===== src/rtl/sierpinski_row_shifter_if.sv =====
// Row bus from the upstream generator and the serial display-chain pins.
// The producer side holds the master modport; the shifter holds the slave.
interface sierpinski_row_shifter_if;
  logic [7:0] row_in;
  logic       row_valid;
  logic       row_ready;
  logic       sdo;
  logic       sclk;
  logic       slatch;

  modport master (
    output row_in,
    output row_valid,
    input  row_ready,
    input  sdo,
    input  sclk,
    input  slatch
  );

  modport slave (
    input  row_in,
    input  row_valid,
    output row_ready,
    output sdo,
    output sclk,
    output slatch
  );
endinterface


===== src/rtl/sierpinski_row_shifter.sv =====
// Queues generator rows in a small FIFO and shifts each MSB-first onto a 74HC595-style chain.
// Defining SIERPINSKI_ROW_XOR_EN XORs every popped row with the previously loaded word.
//
// state | meaning
// IDLE  | waiting for a queued row, sclk/slatch low
// LOAD  | pop head row into the shift register, present bit 7
// SHIFT | clock out 8 bits, CLKDIV cycles low then CLKDIV cycles high per bit
// LATCH | slatch high for CLKDIV cycles
module sierpinski_row_shifter #(
  parameter int DEPTH  = 4,
  parameter int CLKDIV = 4
) (
  input  logic                   clk,
  input  logic                   rst_n,
  input  logic                   ena,
  sierpinski_row_shifter_if.slave bus,
  output logic                   busy,
  output logic [$clog2(DEPTH):0] fifo_count,
  output logic                   overflow
);

  localparam int AW = $clog2(DEPTH);
  localparam int DW = (CLKDIV > 1) ? $clog2(CLKDIV) : 1;
  localparam logic [AW:0]   CNT_ONE  = 1;
  localparam logic [AW:0]   CNT_FULL = (AW+1)'(DEPTH);
  localparam logic [AW-1:0] PTR_ONE  = 1;
  localparam logic [DW-1:0] DIV_ONE  = 1;
  localparam logic [DW-1:0] DIV_LAST = DW'(CLKDIV - 1);

  typedef enum logic [1:0] {IDLE, LOAD, SHIFT, LATCH} state_t;

  state_t        state_q, state_d;
  logic [DW-1:0] div_q, div_d;
  logic [2:0]    bit_q, bit_d;
  logic [7:0]    shreg_q, shreg_d;
  logic          sdo_q, sdo_d;
  logic          sclk_q, sclk_d;
  logic          slatch_q, slatch_d;
  logic          pop;

  logic [7:0]    mem [DEPTH];
  logic [AW-1:0] wr_ptr, rd_ptr;
  logic [AW:0]   count;
  logic          full, empty, push, div_last;
  logic [7:0]    load_word;

  assign full          = (count == CNT_FULL);
  assign empty         = (count == '0);
  assign push          = ena & bus.row_valid & ~full;
  assign bus.row_ready = ena & ~full;
  assign bus.sdo       = sdo_q;
  assign bus.sclk      = sclk_q;
  assign bus.slatch    = slatch_q;
  assign busy          = (state_q != IDLE);
  assign fifo_count    = count;
  assign div_last      = (div_q == DIV_LAST);

`ifdef SIERPINSKI_ROW_XOR_EN
  logic [7:0] prev_word;
  assign load_word = mem[rd_ptr] ^ prev_word;

  always_ff @(posedge clk or negedge rst_n) begin
    if (!rst_n)                          prev_word <= '0;
    else if (ena && (state_q == LOAD))   prev_word <= load_word;
  end
`else
  assign load_word = mem[rd_ptr];
`endif

  always_comb begin
    state_d  = state_q;
    div_d    = div_q;
    bit_d    = bit_q;
    shreg_d  = shreg_q;
    sdo_d    = sdo_q;
    sclk_d   = sclk_q;
    slatch_d = slatch_q;
    pop      = 1'b0;
    case (state_q)
      IDLE: begin
        sclk_d   = 1'b0;
        slatch_d = 1'b0;
        if (!empty) state_d = LOAD;
      end
      LOAD: begin
        pop      = 1'b1;
        shreg_d  = load_word;
        sdo_d    = load_word[7];
        div_d    = '0;
        bit_d    = '0;
        sclk_d   = 1'b0;
        slatch_d = 1'b0;
        state_d  = SHIFT;
      end
      SHIFT: begin
        if (!div_last) begin
          div_d = div_q + DIV_ONE;
        end else begin
          div_d = '0;
          if (!sclk_q) begin
            sclk_d = 1'b1;
          end else begin
            sclk_d = 1'b0;
            if (bit_q == 3'd7) begin
              slatch_d = 1'b1;
              state_d  = LATCH;
            end else begin
              // next bit goes out on the same edge sclk falls
              bit_d   = bit_q + 3'd1;
              sdo_d   = shreg_q[6];
              shreg_d = {shreg_q[6:0], 1'b0};
            end
          end
        end
      end
      LATCH: begin
        if (!div_last) begin
          div_d = div_q + DIV_ONE;
        end else begin
          div_d    = '0;
          slatch_d = 1'b0;
          state_d  = empty ? IDLE : LOAD;
        end
      end
      default: state_d = IDLE;
    endcase
  end

  always_ff @(posedge clk or negedge rst_n) begin
    if (!rst_n) begin
      state_q  <= IDLE;
      div_q    <= '0;
      bit_q    <= '0;
      shreg_q  <= '0;
      sdo_q    <= 1'b0;
      sclk_q   <= 1'b0;
      slatch_q <= 1'b0;
    end else if (ena) begin
      state_q  <= state_d;
      div_q    <= div_d;
      bit_q    <= bit_d;
      shreg_q  <= shreg_d;
      sdo_q    <= sdo_d;
      sclk_q   <= sclk_d;
      slatch_q <= slatch_d;
    end
  end

  always_ff @(posedge clk) begin
    if (push) mem[wr_ptr] <= bus.row_in;
  end

  always_ff @(posedge clk or negedge rst_n) begin
    if (!rst_n) begin
      wr_ptr   <= '0;
      rd_ptr   <= '0;
      count    <= '0;
      overflow <= 1'b0;
    end else if (ena) begin
      if (push) wr_ptr <= wr_ptr + PTR_ONE;
      if (pop)  rd_ptr <= rd_ptr + PTR_ONE;
      case ({push, pop})
        2'b10:   count <= count + CNT_ONE;
        2'b01:   count <= count - CNT_ONE;
        default: count <= count;
      endcase
      if (bus.row_valid && full) overflow <= 1'b1;
    end
  end

endmodule

===== src/flat_wrapper.sv =====
// flat-port wrapper written by rule: the top's interface ports become plain ports
module sierpinski_row_shifter_flat 
#(
  parameter int DEPTH  = 4,
  parameter int CLKDIV = 4
)
  (clk, rst_n, ena, busy, fifo_count, overflow, bus_row_in, bus_row_valid, bus_row_ready, bus_sdo, bus_sclk, bus_slatch);
  sierpinski_row_shifter_if bus_i ();
  input  logic clk;
  input  logic rst_n;
  input  logic ena;
  output logic busy;
  output logic [$clog2(DEPTH):0] fifo_count;
  output logic overflow;
  input wire logic [$bits(bus_i.row_in)-1:0] bus_row_in;
  input wire logic [$bits(bus_i.row_valid)-1:0] bus_row_valid;
  output wire logic [$bits(bus_i.row_ready)-1:0] bus_row_ready;
  output wire logic [$bits(bus_i.sdo)-1:0] bus_sdo;
  output wire logic [$bits(bus_i.sclk)-1:0] bus_sclk;
  output wire logic [$bits(bus_i.slatch)-1:0] bus_slatch;
  assign bus_i.row_in = bus_row_in;
  assign bus_i.row_valid = bus_row_valid;
  assign bus_row_ready = bus_i.row_ready;
  assign bus_sdo = bus_i.sdo;
  assign bus_sclk = bus_i.sclk;
  assign bus_slatch = bus_i.slatch;
  sierpinski_row_shifter #(.DEPTH(DEPTH), .CLKDIV(CLKDIV)) u_core (.clk(clk), .rst_n(rst_n), .ena(ena), .bus(bus_i), .busy(busy), .fifo_count(fifo_count), .overflow(overflow));
endmodule

===== config.mk =====
export PLATFORM = sky130hd
export DESIGN_NAME = sierpinski_row_shifter_flat
export DESIGN_NICKNAME = d
export VERILOG_FILES = /design/src/rtl/sierpinski_row_shifter_if.sv /design/src/rtl/sierpinski_row_shifter.sv /design/src/flat_wrapper.sv
export SDC_FILE = /design/constraint.sdc
export NUM_CORES = 1
export LEC_CHECK = 0
export CORE_ASPECT_RATIO = 1.75
export CORE_MARGIN = 2
export CORE_UTILIZATION = 60
export DETAILED_ROUTE_END_ITERATION = 10
export PLACE_DENSITY = 0.82
export SLEW_MARGIN = 20
export SYNTH_ARGS = -nofsm -noshare
export SYNTH_HDL_FRONTEND = slang
export SYNTH_SLANG_ARGS = --single-unit
export TNS_END_PERCENT = 5

===== constraint.sdc =====
create_clock -name clk -period 5.3 [get_ports clk]
set_input_delay 0.795 -clock clk [delete_from_list [all_inputs] [get_ports clk]]
set_output_delay 0.795 -clock clk [all_outputs]
set_load 0.005 [all_outputs]

Yosys cells after proc, flatten, opt, wreduce, memory -nomap -nowiden
Memories as Yosys holds them, arrays and structs flattened.
Cells that the tools add are included.
W data, S select, Z words.
{ "classes": {"n_addsub": 6, "n_eq_ne": 14, "mux": 33, "bitwise": 4, "n_reduce_logical": 19} }
{ "op_table": {"columns": ["op", "count"], "rows": [
  ["$mux W7", 3],
  ["$pmux W7 S2", 1],
  ["$mux W1", 13],
  ["$mux W2", 6],
  ["$pmux W3 S2", 2],
  ["$reduce_and A2 Y1", 5],
  ["$reduce_and A5 Y1", 2],
  ["$reduce_bool A2 Y1", 5],
  ["$mux W3", 3],
  ["$eq A2 B2 Y1 const B", 4],
  ["$ne A2 B1 Y1 const B", 4],
  ["$pmux W2 S4", 1],
  ["$add A2 B1 Y2 const B", 3],
  ["$add A3 B1 Y3 const B", 2],
  ["$eq A3 B3 Y1 const B", 2],
  ["$reduce_and A6 Y1", 1],
  ["$eq A2 B1 Y1 const B", 2],
  ["$ne A2 B2 Y1 const B", 2],
  ["$pmux W1 S2", 2],
  ["$pmux W2 S2", 1],
  ["$reduce_or A2 Y1", 2],
  ["$and A1 B1 Y1", 3],
  ["$logic_not A3 Y1", 1],
  ["$pmux W1 S3", 1],
  ["other kinds (5)", 5]
]} }
{ "totals": {"reg_bits": 25, "ramBits": 32, "in_bits": 12, "output_inout_bits": 9, "wordCells": 88, "memories": 1} }
{ "memory_table": {"columns": ["name", "depth", "word_bits", "rd", "rd_ports_with_merged_regs", "wr", "line", "rtl"], "rows": [
  ["u_core.mem", 4, 8, 1, 0, 1, "sierpinski_row_shifter.sv:41", "logic [7:0] mem [DEPTH];"]
]} }

Longest topological paths before layout
{ "depth": {"ltp_word": 6, "ltp_mapped": 9, "ltp_nobuf": 8} }

Worst setup path after synthesis
No wires, ideal clock.
{ "synth_path": {"path_type": "input port to flip-flop", "start": "in ena", "end": "reg u_core.count[2], in the netlist u_core.fifo_count[2]", "setup_time_ns": 0.124, "t_arrival_ns": 2.262, "required_ns": 5.176, "slack_ns": 2.914, "stages": 9, "n_path_buf": 1, "path_cell_list": "clkbuf_2 -> nand2_1 -> nor2_1 -> inv_1 -> ha_1 -> fa_1 -> xor2_1 -> nand2_1 -> xnor2_1"} }
{ "synth_between": {"elab_chain_cells": 5, "word_cells_on_any_way": 7, "classes_between": "eq/ne: 2; mux: 1; bitwise: 2; reduce/logical: 2"} }
{ "synth_rtl": {"columns": ["element", "line", "rtl"], "rows": [
  ["start, declared", "flat_wrapper.sv:11", "input logic ena;"],
  ["$and A1 B1 Y1 (2 in a row)", "sierpinski_row_shifter.sv:49", "assign push = ena & bus.row_valid & ~full;"],
  ["$eq A2 B2 Y1 or $eq A2 B1 Y1 (tied branches)", "sierpinski_row_shifter.sv:162", "case ({push, pop})"],
  ["$reduce_bool A2 Y1 (no source line)", null, null],
  ["$reduce_and A2 Y1 (no source line)", null, null],
  ["end signal, assigned", "sierpinski_row_shifter.sv:163", "2'b10: count <= count + CNT_ONE;"],
  ["end signal, assigned", "sierpinski_row_shifter.sv:164", "2'b01: count <= count - CNT_ONE;"],
  ["end signal, assigned", "sierpinski_row_shifter.sv:165", "default: count <= count;"],
  ["end, declared", "sierpinski_row_shifter.sv:43", "logic [AW:0] count;"]
]} }
Several ways; a longest one is shown, not always the timed one.
A chain may end at the register's enable or synchronous reset.

Worst setup path in the final report
{ "layout_path": {"start": "in ena", "end": "out bus_row_ready"} }
{ "layout_between": {"elab_chain_cells": 1} }
{ "layout_rtl": {"columns": ["element", "line", "rtl"], "rows": [
  ["$and A1 B1 Y1", "sierpinski_row_shifter.sv:50", "assign bus.row_ready = ena & ~full;"],
  ["end, declared", "flat_wrapper.sv:17", "output wire logic [$bits(bus_i.row_ready)-1:0] bus_row_ready;"]
]} }
No other way between the ends.

==> reports/metrics.csv <==
stage,metric,value,unit
synth,largest family of logic cells by synthesized area,multiplexers,
sta,Final Max Tran Viols,0,
synth,multiplexer share of the synthesized area,0.110,
sta,Worst-Margin Slew,0.675,ns
synth,"Top FF cell, synth",edfxtp_1,
sta,final setup fails,0,
synth,Synth Area in XOR/XNOR,0.0209,
synth,sequential share of the synthesized area,0.630,
synth,Synth Area in Simple Gates,0.0794,
power_and_ir_drop,Comb power frac,0.318,
final_layout,Fill cells,293,
synth,synthesized flop and latch total,57,
final_layout,most frequent cells in the layout,"edfxtp_1, dfrtp_1, clkdlybuf4s50_1, nor2_1, ha_1",
placement,Routability Congestion,0.760,
drt,Final ANT Viol Nets,0,
drt,drt first pass iters,4,
setup_path,WP data arrival,2.21,ns
synth,Post-Synth Adder-Cell Area,0.0675,
floorplanning,I/O Pins,21,
cts,cts repair resizes,0,
power_and_ir_drop,switch share,0.311,
cts,Clock Path Buffers,2,
cts,CTS tree,built,
drt,Starting DRT DRC Count,38,
sta,worst hold slack,0.450,ns
drt,DR vias,1444,
final_layout,Register Area,1590,sq um
final_layout,final net count,224,
setup_path,crit end category,primary output,
cts,hold-fix buffer count after cts,0,
flow_run,MaxCap Viol Count,0,
cts,Worst-path clk slew,0.06,ns
power_and_ir_drop,PD cells,537,nW/um^2
drt,# DRC,0,
cts,CTS root buf,clkbuf_8,
synth,Post-Synthesis Cells,174,
final_layout,"commonest non-fill, non-tap cell in the layout",edfxtp_1,
drt,via density per instance,5.71,
synth,Post-synth ARST share,0.439,
global_routing,initial antenna violation count,0,
floorplanning,area of the core,4070,sq um
synth,Ys Warns,0,
synth,Synth top area share,0.381,
placement,Port Buffers,20,
synth,Mapped Nets,199,
power_and_ir_drop,Worst VDD drop,0.000361,V
drt,average wire per standard cell,16.3,microns
power_and_ir_drop,switching power of the nets,0.000489,W
sta,minimum clock period,3.00,ns
power_and_ir_drop,clock share of power,0.241,
synth,mapped cell area,2520,sq um
synth,compound-cell area share of the yosys netlist,0.0596,
setup_path,crit-path max FO,8,
final_layout,final core occ,0.718,
synth,Unique masters post-synth,38,
sta,Max Fclk,333,MHz
global_routing,number of global-route vias before repair,1542,
synth,number of synthesized flops with an enable pin,32,
final_layout,area grow syn2layout,16.1,%
sta,Worst Skew,0.00743,ns
cts,setup bufs post-CTS,0,
cts,worst skew pair latency,0.33,ns
cts,CTS buffer count,9,
final_layout,multi-input logic area,850,sq um
run_status,status,"complete, no violations",
power_and_ir_drop,sequential share of power,0.442,
sta,Final Hold Vio Count,0,
global_routing,Total GRT Usage,0.216,
setup_path,critical path required time,4.51,ns
global_routing,gr ovfl total,0,
synth,"Avg Cell Area, Syn",14.5,sq um
sta,Final Cycle Share,0.567,
power_and_ir_drop,post-layout power,0.00157,W
synth,synth top area cells,"edfxtp_1, dfrtp_1, mux4_2",
power_and_ir_drop,P_int,0.00108,W
global_routing,largest net degree at the start of global routing,26,
sta,Slew HR,0.550,
sta,setup repair after global routing missed its margin,no,
floorplanning,die height,89.7,microns
floorplanning,Starting Density,0.619,
floorplanning,DIE AREA,4750,sq um
drt,routed wire length,4130,microns
placement,Area after DPL,2740,sq um
power_and_ir_drop,Pleak,1.15,nW
placement,dpl hpwl,2940,microns
final_layout,layout cells sized above 1,0.123,
floorplanning,die width,53.0,microns
setup_path,CP startpoint kind,primary input,
final_layout,cell area after layout,2930,sq um
setup_path,Setup Crit Path Kind,primary input to primary output,
synth,top cell type by total area after synthesis,edfxtp_1,
floorplanning,# rows,31,
min_path,Hold WC Path Type,primary input to async pin,
sta,Fin Setup TNS,0,ns
final_layout,Ant. Diodes,0,
global_routing,first-pass GRT wire length,7090,microns
cts,htree depth,3,
cts,clock sink count,57,
-- kinds of logic (layout without fill, tap and decap cells) --
kind of cell	Yosys count	count (layout)
and+or+nand+nor	40	40
buffers and inverters	17	47
DFF	57	57
adders and majority gates	13	13
muxes	17	17
xor gates and xnor gates	6	6
AOI/OAI and AO/OA	24	24
-- cell usage after synthesis, drive strengths merged (2+ instances only) --
library cell / count
o21ai: 7
nand2: 7
buf: 6
nor2b: 3
mux2: 2
inv: 10
xor2: 2
a31o: 2
nor3: 2
and2: 4
nor2: 13
nand2b: 3
nand3: 3
dfrtp: 25
mux2i: 7
edfxtp: 32
xnor2: 4
mux4: 8
ha: 12
a21oi: 9
-- path summary, 6_finish.rpt --
kind / start / to / cells past startpoint / slack, ns
worst max register to register: u_core.state_q[0]$_DFFE_PN0P_ / u_core.bit_q[0]$_DFFE_PN0P_ / 6 / 3.04
min in group clk: u_core.overflow$_DFFE_PN0P_ / u_core.overflow$_DFFE_PN0P_ / 1 / 0.49
worst min-delay path: rst_n / u_core.fifo_count[0]$_DFFE_PN0P_ / 1 / 0.45
max in group asynchronous: rst_n / u_core.shreg_q[6]$_DFFE_PN0P_ / 1 / 4.48
worst min register to register: u_core.overflow$_DFFE_PN0P_ / u_core.overflow$_DFFE_PN0P_ / 1 / 0.49
worst max-delay path: ena / bus_row_ready / 4 / 2.30
-- routing by layer --
layer,share of wire,routed length [microns],up-vias,global-route usage
met1,0.37,1550,727,0.251
met5,0,0,-,0
met2,0.57,2350,23,0.350
met3,0.033,138,9,0.0615
met4,0.023,97,0,0.111
li1,-,-,685,-
-- area by class of cell --
cell class	instances	share of cell area
clock inverter	4	0.0145
sequential	57	0.542
tap	49	0.0210
clock buffer	12	0.0496
timing repair buffer	21	0.0693
multi-input combinational	100	0.290
inverter	10	0.0128
-- flip-flops by register name (all words and copies together) (netlist names) --
register and count:
u_core.bit_q 3, u_core.bus.sclk 1, u_core.bus.sdo 1, u_core.bus.slatch 1, u_core.div_q 2, u_core.fifo_count 3
u_core.mem 32, u_core.overflow 1, u_core.rd_ptr 2, u_core.shreg_q 7, u_core.state_q 2, u_core.wr_ptr 2
-- power by group through the flow --
stage | registers [W] | logic, W | clock network [W]
2_1_floorplan | 0.000653 | 0.000390 | 0
3_3_place_gp | 0.000690 | 0.000466 | 0
3_5_place_dp | 0.000704 | 0.000500 | 0
4_1_cts | 0.000697 | 0.000504 | 0.000386
5_1_grt | 0.000714 | 0.000561 | 0.000408
6_report | 0.000693 | 0.000499 | 0.000378
-- worst max-delay path, stage by stage --
cell,delay (ns)
clkdlybuf4s50_1,0.62
inv_1,0.16
nor2_1,0.13
clkdlybuf4s50_1,0.50
-- stage by stage --
stage | instances | worst slack [ns]
floorplan | 174 | 2.91
global placement | 237 | 2.31
detailed placement | 237 | 2.22
CTS | 253 | 2.29
global route | 253 | 2.21
finish | 253 | 2.30
(Power assumes the default switching activity.)
==> RTL edit 1 (config.mk and constraints unchanged) <==
`CLKDIV` is set to 4 in 2 places; all go to 2.
--- a/src/rtl/sierpinski_row_shifter.sv
+++ b/src/rtl/sierpinski_row_shifter.sv
@@ -8,7 +8,7 @@
 // LATCH | slatch high for CLKDIV cycles
 module sierpinski_row_shifter #(
   parameter int DEPTH  = 4,
-  parameter int CLKDIV = 4
+  parameter int CLKDIV = 2
 ) (
   input  logic                   clk,
   input  logic                   rst_n,
--- a/src/flat_wrapper.sv
+++ b/src/flat_wrapper.sv
@@ -2,7 +2,7 @@
 module sierpinski_row_shifter_flat 
 #(
   parameter int DEPTH  = 4,
-  parameter int CLKDIV = 4
+  parameter int CLKDIV = 2
 )
   (clk, rst_n, ena, busy, fifo_count, overflow, bus_row_in, bus_row_valid, bus_row_ready, bus_sdo, bus_sclk, bus_slatch);
   sierpinski_row_shifter_if bus_i ();
Function: changed (a bounded check fails within 10 cycles, from zero or initial values and one cycle with rst_n low).
==> RTL edit 1 against the unedited design <==
  * Sequential power is 3.0% lower
  * Combinational power down 5.0%
  * Total power down 12%
  * Area after synthesis shrank 1.7%
  * Setup slack worse by 150 ps
  * Utilization decreased by 0.35 points
  * Routed wire length is 6.8% lower
  * Critical path depth is the same
  * Design area down 4.6%
  * Sequential cell count decreased by 1
  * Global-route usage fell by 1.9 points
  * Hold slack gained 1.3 ps
  * Die area is 1.6% lower
  * Highest routed layer unchanged
==> RTL edit 1: results (changes against the unedited design) <==
metric,value,unit,change
outcome,finished clean,,
vdd.ir_drop.worst,0.396,mV,+9.7%
fin_crit_sh,59.4,%,+2.8 points
cp_max_fo,11,,+3
p_leak,0.00108,µW,-6.0%
track_usage,19.6,%,-1.9 points
dpl_cell_area,2700,µm²,-1.6%
syn-num-nets,185,,-7.0%
drtIter0Drc,41,,+7.9%
crit_arrival,2360,ps,+150 ps
clock_skew,10.2,ps,+2.80 ps
synth_cell_types,39,,+2.6%
ff2ff_setup_slack,3160,ps,+120 ps
gp_congestion,0.750,,-1.3%
grt_use_met1,23.9,%,-1.2 points
h-tree-depth,2,,-1
vias,1330,,-7.9%
synth_area_per_cell,15.4,µm²,+6.3%
finish.net_count,207,,-7.6%
layout-drive-gt1-share,15.2,%,+3.0 points
synth.area.top_cells,"edfxtp_1 39%, dfrtp_1 24%, mux4_2 7.3%",,
tightest_slew,685,ps,+9.99 ps
stdcell_count,232,,-8.3%
hpwl,2800,µm,-4.9%
grtUsageMet2,35.2,%,+0.23 points
m1WireLength,1530,µm,-0.91%
[RTL edit 1: worst min-delay path by stage]
stage | to | slack [ps] | depth (start not counted) | startpoint
after floorplan | u_core.shreg_q[1]$_DFFE_PN0P_ | 450 | 2 | u_core.shreg_q[1]$_DFFE_PN0P_
after global placement | u_core.overflow$_DFFE_PN0P_ | 450 | 1 | u_core.overflow$_DFFE_PN0P_
after detailed placement | u_core.overflow$_DFFE_PN0P_ | 450 | 1 | u_core.overflow$_DFFE_PN0P_
after CTS | u_core.overflow$_DFFE_PN0P_ | 480 | 1 | u_core.overflow$_DFFE_PN0P_
after global routing | u_core.rd_ptr[1]$_DFFE_PN0P_ | 500 | 1 | rst_n
final | u_core.state_q[1]$_DFFE_PN0P_ | 450 | 1 | rst_n
[RTL edit 1: cells by family after synthesis]
family,share of synthesized area [%]
multiplexers,11.5
AO/OA/AOI/OAI,6.97
adder cells (fa/ha/maj),6.36
flip-flops,63.0
XOR/XNOR,2.12
buffers and inverters,2.68
AND/OR/NAND/NOR,7.37
[RTL edit 1: cell type report]
cell class / instances / area (µm²)
Clock buffer: 5 / 68.8
Clock inverter: 3 / 28.8
Fill cell: 275 / 1110
Inverter: 7 / 26.3
Multi-Input combinational cell: 93 / 850
Sequential cell: 56 / 1560
Tap cell: 48 / 60.1
Timing Repair Buffer: 20 / 195
[RTL edit 1: per-stage QoR]
stage | power [µW] | utilization, %
floorplan | 1010 | -
global placement | 1130 | 69.1
detailed placement | 1160 | 69.1
CTS | 1400 | 71.6
global route | 1480 | 71.5
finish | 1390 | 71.5
[RTL edit 1: where the power goes]
group / internal (µW) / total, µW / switching, µW / leakage, µW
Clock: 99.9 / 241 / 141 / 0.0000511
Combinational: 262 / 474 / 212 / 0.000443
Sequential: 566 / 672 / 106 / 0.000590
Total: 928 / 1390 / 459 / 0.00108
==> RTL edit 2 (same settings) <==
Made on the original files. Put one more register stage on the output `fifo_count`, cleared by the reset. The value now appears one clock later. The other outputs are not delayed to match.
--- a/src/rtl/sierpinski_row_shifter.sv
+++ b/src/rtl/sierpinski_row_shifter.sv
@@ -52,7 +52,13 @@
   assign bus.sclk      = sclk_q;
   assign bus.slatch    = slatch_q;
   assign busy          = (state_q != IDLE);
-  assign fifo_count    = count;
+  always_ff @(posedge clk or negedge rst_n) begin
+    if (!rst_n) begin
+      fifo_count <= '0;
+    end else begin
+      fifo_count <= count;
+    end
+  end
   assign div_last      = (div_q == DIV_LAST);
 
 `ifdef SIERPINSKI_ROW_XOR_EN
Function: changed (a bounded check fails within 4 cycles, from zero or initial values and one cycle with rst_n low).
==> RTL edit 2 against the unedited design <==
  * Area after synthesis grew 3.0%
  * Total power up 2.2%
  * Setup slack worse by 23 ps
  * First-iteration DRC count up 7.9%
  * Routed wire length rose by 5.6%
  * Sequential cell count is 3 higher
  * Design area grew 2.7%
  * Die area is 2.8% higher
==> RTL edit 2: results (changes against the unedited design) <==
metric,value,unit,change
outcome,finished clean,,
path_clk_slew,60,ps,about the same
clock_skew,8.55,ps,+1.13 ps
finish.net_count,228,,+1.8%
nClkBuffers,14,,+2
ff2ff_setup_slack,3050,ps,about the same
async_reset_ff_share,46.7,%,+2.8 points
hold_class,reg2reg,,
clkCellAreaFrac,5.92,%,-0.50 points
top_layer,met4,,
firstDrtPassIters,6,,+2
m1WireLength,1580,µm,+2.3%
grt_pass1_wl,7330,µm,+3.4%
antenna_found_initial,0,,unchanged
layout-drive-gt1-share,11.5,%,-0.72 points
wl_met3,174,µm,+26%
post-place-ws,2190,ps,-26.4 ps
cts_sinks,60,,+5.3%
cts-buffers-inserted,9,,unchanged
drtIter0Drc,41,,+7.9%
fill_cells,278,,-5.1%
grt_start_max_net_pins,29,,+12%
slew_headroom,56.0,%,+0.93 points
crit_arrival,2230,ps,+20 ps
ys_seq_area_share,64.0,%,+1.1 points
port_buffers,20,,unchanged
cp_max_fo,8,,unchanged
bufAreaShareNonClock,7.17,%,+0.24 points
synth_commonest_cells,"32 x edfxtp_1, 28 x dfrtp_1, 13 x nor2_1, 12 x ha_1, 10 x inv_1",,
max_stage_delay,640,ps,+20 ps
dr_wl_met2,2520,µm,+7.2%
intPower,1110,µW,+2.5%
antennaDiodeCount,0,,unchanged
wl_per_cell,17.0,µm,+3.9%
hpwl,3240,µm,+10%
gp_congestion,0.732,,-3.7%
regArea,1660,µm²,+4.7%
post_cts_resize_count,0,,unchanged
grt_pass1_vias,1621,,+5.1%
synth.area.top_cells,"edfxtp_1 37%, dfrtp_1 27%, mux4_2 6.1%",,
reg_top3,"u_core.mem x32, u_core.shreg_q x7",,
clk_path_buf_depth,2,,unchanged
vias,1489,,+3.1%
p_leak,0.00119,µW,+2.9%
buffers,22,,+4.8%
gr-usage-met3,6.74,%,+0.60 points
final.setup.worst_slack,2270,ps,-23.3 ps
grt_use_met1,22.8,%,-2.3 points
vdd.ir_drop.worst,0.389,mV,+7.8%
syn-num-nets,202,,+1.5%
track_usage,21.4,%,-0.15 points
grtUsageMet2,36.3,%,+1.3 points
==> RTL edit 2: cell types whose count changed after synthesis, sizes merged <==
cell   change
dfrtp      +3
==> RTL edit 2: power by group through the flow <==
stage	Combinational, µW	Sequential, µW	Clock [µW]
after floorplan	391	689	0
after global placement	466	727	0
after detailed placement	500	743	0
after CTS	503	734	384
after global routing	550	751	404
final	497	731	376
==> RTL edit 2: worst min-delay path by stage <==
stage	endpoint	slack (ps)
5_1_grt	u_core.fifo_count[2]$_DFF_PN0_	480
3_5_place_dp	u_core.fifo_count[2]$_DFF_PN0_	450
6_report	u_core.fifo_count[2]$_DFF_PN0_	460
3_3_place_gp	u_core.fifo_count[2]$_DFF_PN0_	420
2_1_floorplan	u_core.fifo_count[2]$_DFF_PN0_	410
4_1_cts	u_core.fifo_count[2]$_DFF_PN0_	460
==> RTL edit 2: logic make-up (layout without fill, tap and decap cells) <==
group / after synthesis / count (layout) / share of synthesized area [%]
flip-flops: 60 / 60 / 64.0
AND/OR/NAND/NOR: 40 / 40 / 7.72
AO/OA/AOI/OAI: 24 / 24 / 5.79
multiplexers: 17 / 17 / 10.7
buffers and inverters: 17 / 48 / 3.23
adder cells (fa/ha/maj): 13 / 13 / 6.56
XOR/XNOR: 6 / 6 / 2.03
==> RTL edit 2: stage by stage <==
| step | total power, µW | cell area (µm²) | hold slack [ps] | util [%] | std cells |
|---|---|---|---|---|---|
| floorplan | 1080 | 2590 | 406 | - | 177 |
| finish | 1600 | 3000 | 457 | 72.4 | 257 |
| global route | 1710 | 3000 | 482 | 72.4 | 257 |
| CTS | 1620 | 3000 | 460 | 72.4 | 257 |
| global placement | 1190 | 2830 | 423 | 68.1 | 241 |
| detailed placement | 1240 | 2830 | 450 | 68.1 | 241 |
